<file path="src/rtl/vector_store_sequencer.sv">
// rtl/vector_store_sequencer.sv - vector store engine: one masked lane per cycle into byte-wide memory
// Captures a full vector, then walks lanes base..base+LANES-1 with stall hold and flush abort.
module vector_store_sequencer #(
    parameter int LANES  = 16,
    parameter int LANE_W = 8,
    parameter int ADDR_W = 12
) (
    input  logic                    clk,
    input  logic                    rst,
    input  logic                    req_valid,
    output logic                    req_ready,
    input  logic [ADDR_W-1:0]       req_base,
    input  logic [LANES*LANE_W-1:0] req_data,
    input  logic [LANES-1:0]        req_mask,
    input  logic                    flush,
    input  logic                    mem_stall,
    output logic [ADDR_W-1:0]       mem_addr,
    output logic [LANE_W-1:0]       mem_wdata,
    output logic                    mem_we,
    output logic                    busy,
    output logic                    done
);

    localparam int LW = (LANES > 1) ? $clog2(LANES) : 1;

    typedef enum logic [1:0] {IDLE, WRITE, DONE} state_t;

    state_t                    state, state_nx;
    logic [LW-1:0]             lane, lane_nx;
    logic [ADDR_W-1:0]         base;
    logic [LANES*LANE_W-1:0]   data;
    logic [LANES-1:0]          mask;
    logic                      capture;

    always_ff @(posedge clk or posedge rst) begin
        if (rst) begin
            state <= IDLE;
            lane  <= '0;
            base  <= '0;
            data  <= '0;
            mask  <= '0;
        end else begin
            state <= state_nx;
            lane  <= lane_nx;
            if (capture) begin
                base <= req_base;
                data <= req_data;
                mask <= req_mask;
            end
        end
    end

    // mem_* depend only on captured registers, never on the live request inputs
    always_comb begin
        state_nx  = state;
        lane_nx   = lane;
        capture   = 1'b0;
        req_ready = 1'b0;
        busy      = 1'b0;
        done      = 1'b0;
        mem_we    = 1'b0;
        mem_addr  = '0;
        mem_wdata = '0;
        case (state)
            IDLE: begin
                req_ready = 1'b1;
                if (!flush && req_valid) begin
                    capture  = 1'b1;
                    lane_nx  = '0;
                    state_nx = WRITE;
                end
            end
            WRITE: begin
                busy      = 1'b1;
                mem_addr  = base + ADDR_W'(lane);
                mem_wdata = data[lane*LANE_W +: LANE_W];
                mem_we    = mask[lane];
                if (flush) begin
                    lane_nx  = '0;
                    state_nx = IDLE;
                end else if (!mem_stall) begin
                    if (lane == LW'(LANES - 1)) begin
                        lane_nx  = '0;
                        state_nx = DONE;
                    end else begin
                        lane_nx = lane + 1'b1;
                    end
                end
            end
            DONE: begin
                done     = 1'b1;
                state_nx = IDLE;
            end
            default: state_nx = IDLE;
        endcase
    end

endmodule

</file>
<file path="config.mk">
export PLATFORM = sky130hd
export DESIGN_NAME = vector_store_sequencer
export DESIGN_NICKNAME = d
export VERILOG_FILES = /design/src/rtl/vector_store_sequencer.sv
export SDC_FILE = /design/constraint.sdc
export NUM_CORES = 1
export LEC_CHECK = 0
export CAP_MARGIN = 20
export CORE_UTILIZATION = 40
export CTS_CLUSTER_SIZE = 20
export DETAILED_ROUTE_END_ITERATION = 16
export PLACE_DENSITY = 0.67
export SETUP_SLACK_MARGIN = 0.3
export SYNTH_ARGS = -nofsm -noshare
export SYNTH_HDL_FRONTEND = slang
export SYNTH_SLANG_ARGS = --single-unit
</file>
<file path="constraint.sdc">
create_clock -name clk -period 8.2 [get_ports clk]
set_input_delay 1.23 -clock clk [delete_from_list [all_inputs] [get_ports clk]]
set_output_delay 1.23 -clock clk [all_outputs]
set_load 0.01 [all_outputs]
</file>
* After elaboration in Yosys (flattened, before gate mapping)
Cells that the tools add are included.
** Storage, ports and cells
- Bits in registers :: 162
- Output and inout port bits :: 24
** Operators by class
- $add $sub $neg :: 2
- $lt $le $gt $ge :: 1
- Equality and inequality tests :: 6
- Shifts and indexed selects :: 1
- Mux-type cells :: 20
- Reductions and logical operators :: 6
** Operators by type and width (count)
- variable part select 128 x 8 -> 8 bit :: 1
- 2-to-1 mux 4 bit :: 4
- adder 12 x 4 -> 12 bit :: 1
- 2-to-1 mux 12 bit :: 1
- 2-to-1 mux 2 bit :: 4
- 2-to-1 mux 8 bit :: 1
- case mux 4 bit (2 select lines) :: 1
- 2-to-1 mux 1 bit :: 7
- != test 3 bit, second input constant :: 2
- AND reduction 3 bit :: 2
- less-than comparator 4 x 5 -> 1 bit, second input constant :: 1
- adder 4 x 1 -> 4 bit, second input constant :: 1
- binary-select mux 1 bit (select 4 bit) :: 1
- equality test 4 bit, second input constant :: 1
- case mux 2 bit (2 select lines) :: 1
- equality test 2 x 1 -> 1 bit, second input constant :: 1
- equality test 2 bit, second input constant :: 1
- zero test 2 bit :: 1
- != test 2 bit, second input constant :: 1
- nonzero test 2 bit :: 1
- logical AND 1 bit :: 1
- zero test 1 bit :: 1

* Logic depth before layout (Yosys ltp)
- Depth after elaboration :: 5
- Depth in mapped cells :: 7
- Gate-level depth less buffers :: 6

* Worst setup path before layout
Ideal clock, no wire load.
- Path type :: flip-flop to output port
- From :: reg lane[0]
- To :: out mem_addr[10]
- Data arrival time :: 1.839 ns
- Path slack :: 5.131 ns
- Stages on the path, launching flop included :: 7
- Buffers on the path :: 0
- Cell sequence :: dfrtp_1 ha_1 fa_1 a21o_1 a21oi_1 o21ai_0 a21oi_1
** Between the ends
- Longest elaborated chain between the ends :: 2
** RTL lines
- start: declaration :: RTL line 29 : logic [LW-1:0] lane, lane_nx;
- start signal: assignment :: RTL line 44 : lane <= lane_nx;
- adder 12 x 4 -> 12 bit :: RTL line 75 : mem_addr = base + ADDR_W'(lane);
- 2-to-1 mux 12 bit :: RTL line 64 : case (state)
- end: declaration :: RTL line 17 : output logic [ADDR_W-1:0] mem_addr,
Every way passes these cells.

* Final worst setup path
Same ends and word-level chain as after synthesis.

==> results.py <==
metrics = {
    "run_status": {
        "status": "completed",
    },
    "logic_synthesis": {
        "synth_top_area_share_pct": 53.2,
        "syn_area_um2": 7620,
        "ys_warn_count": 0,
        "synth_top_family_by_area": "multiplexers",
        "synth_cell_types": 43,
        "synth_edf_count": 0,
        "synth_top_cell_by_area": "dfrtp_1",
        "seq_area_frac_synth_pct": 53.2,
        "synthTopCellsByArea": "dfrtp_1 53%, mux2_1 17%, mux4_2 9.2%",
        "synth_compound_area_share_pct": 4.32,
        "ys.flop_type": "dfrtp_1",
        "synthSimpleGateAreaFrac_pct": 4.55,
        "synth_area_per_cell_um2": 14.8,
        "yosys_register_bits": 162,
        "synthMuxAreaShare_pct": 33.5,
        "synth_common_cells": "162 x dfrtp_1, 118 x mux2_1, 38 x mux2_2",
        "synth_adder_area_share_pct": 1.08,
        "syn_inst": 515,
        "yosysMostFrequentCell": "dfrtp_1",
        "syn-num-nets": 682,
        "async_reset_ff_share_pct": 100,
        "synth_xor_area_share_pct": 0.230,
    },
    "sta": {
        "max-slew-margin-rel_pct": 43.0,
        "fin_crit_ns": 4.68,
        "rsz0062_at_grt": "no",
        "finalSetupViolations": 0,
        "post-route-period-util_pct": 57.0,
        "fin_skew_ns": 0.00453,
        "worst_slew_pin_slew_ns": 0.855,
        "timing.final.ws_setup_ns": 3.52,
        "setup-tns-final_ns": 0,
        "hold_slack_ns": 0.482,
        "clock.fmax_mhz": 214,
        "report.final.hold_viol_count": 0,
        "slew_viol_final": 0,
    },
    "global_route": {
        "grt_pass1_wl_um": 29100,
        "grt_overflow": 0,
        "grt_pass1_vias": 5432,
        "grtUsageTotal_pct": 19.5,
        "grt_max_degree": 85,
        "antenna_found_initial": 0,
    },
    "critical_path": {
        "worst-setup-path-type": "reg -> out",
        "worstPathArrival_ns": 3.45,
        "crit_fanout": 47,
        "endpoint_kind": "output pin",
        "required_ns": 6.97,
        "cp-start-kind": "flop",
    },
    "final_layout": {
        "area_growth_pct": 34.5,
        "n_antenna_cell": 0,
        "layout.cells.non_filler": 942,
        "fin_nets": 862,
        "drive_gt1_share_pct": 16.1,
    },
    "detailed_routing": {
        "vias": 4917,
        "wl_um": 17900,
        "first_iter_violations": 208,
        "drtPass1Iterations": 4,
        "drc": 0,
        "via_per_inst": 5.22,
        "drt-wirelength-per-cell_um": 19.1,
        "antenna_left": 0,
    },
    "floorplanning": {
        "core_um2": 18700,
        "die_x_um": 140,
        "ioPinCount": 185,
        "die_h_um": 140,
        "rows": 50,
        "die-area_um2": 19600,
        "start_util_pct": 40.8,
    },
    "clock_tree": {
        "cts.sinks": 162,
        "cts_tree": "built",
        "clock_path_buffers": 2,
        "cts_buffers": 17,
        "cts_setup_buffers": 0,
        "cts_resized": 0,
        "clkLatencyLatePin_ns": 0.42,
        "htreeDepth": 4,
        "clkTransAtPathRegs_ns": 0.06,
        "cts_root_buffer": "clkbuf_16",
        "holdBufCountCts": 0,
    },
    "flow_run": {
        "cap_violations": 0,
    },
    "placement": {
        "placed_cells": 909,
        "gp_congestion": 0.802,
        "dpl.hpwl_um": 12900,
        "port_buffers": 184,
        "dp_slack_ns": 3.93,
    },
    "min_path": {
        "hp-class": "reg -> reg",
    },
    "power_and_ir_drop": {
        "cellLeakagePower_nw": 4.10,
        "ir_drop_mv": 0.149,
        "powerDensity_nw_per_um2": 225,
        "total_power_mw": 2.31,
    },
}
-- through the flow --
stage               utilization [%]  cell area [um2]
global placement               51.3             9590
detailed placement             51.3             9590
CTS                            54.7            10200
floorplan                         -             7620
finish                         54.8            10300
global route                   54.8            10300
-- state kept, by name (all words and copies together), names as in the netlist --
| name | count |
|---|---|
| data | 128 |
| base | 12 |
| state | 2 |
| lane | 4 |
| mask | 16 |
-- worst max-delay path, cell delays in order (launching register included) --
cell and delay, ns:
dfrtp_2 0.38, buf_4 0.36, ha_1 0.37, fa_1 0.41, a21o_1 0.17, a21oi_1 0.42, o21ai_0 0.18, a21oi_1 0.16
clkdlybuf4s50_1 0.56
-- final timing paths --
check                               end  cells after the start      start  slack [ns]
max                        mem_addr[10]                      8    lane[0]        3.52
max reg2reg                    data[72]                      4   state[0]        5.46
min in group asynchronous      data[34]                      2        rst        1.30
max in group asynchronous      data[74]                      4        rst        5.78
min                           data[114]                      1  data[114]        0.48
min reg2reg                   data[114]                      1  data[114]        0.48
-- layout make-up --
cell class,count,area (um2)
fillers,1485,8450
flip-flops and latches,162,4060
multi-input cells,319,3330
repair buffers,192,1920
clock buffers,18,439
well taps,234,293
clock inverters,14,201
inverters,3,16.3
-- layout by cell type (no fill, tap or decap), drive strengths merged, types with 3 or more instances in the layout --
master	netlist	routed
clkdlybuf4s50	0	184
dfrtp	162	162
mux2	156	156
mux4	31	31
clkbuf	3	18
nand2	16	16
o21ai	14	14
a22oi	13	13
a21oi	12	12
mux2i	10	10
nor2	8	8
buf	28	8
inv	3	8
nand2b	7	7
or3	7	7
nand3	5	5
ha	5	5
nor2b	4	4
bufinv	0	4
clkinv	0	4
a211oi	3	3
-- routing by layer --
| layer | GRT usage [%] | routed length (um) | share of wire, % | up-vias |
|---|---|---|---|---|
| met5 | 0 | 0 | 0 | - |
| met4 | 6.07 | 223 | 1.2 | 0 |
| met3 | 4.27 | 888 | 4.9 | 16 |
| met2 | 32.8 | 8860 | 49 | 139 |
| met1 | 25.2 | 7980 | 44 | 2478 |
| li1 | - | - | - | 2284 |
-- cells by family (layout without fill, tap and decap cells) --
logic type	after synthesis	in the layout
DFF	162	162
muxes	197	197
and+or+nand+nor	62	62
AOI/OAI and AO/OA	52	52
adders and majority gates	6	6
buffers and inverters	34	227
xor gates and xnor gates	2	2
-- power by group --
part           internal, mW  switching, mW
Sequential            0.949         0.0784
Combinational         0.266          0.160
Clock                 0.524          0.337
Power figures use the tool's default switching activity.
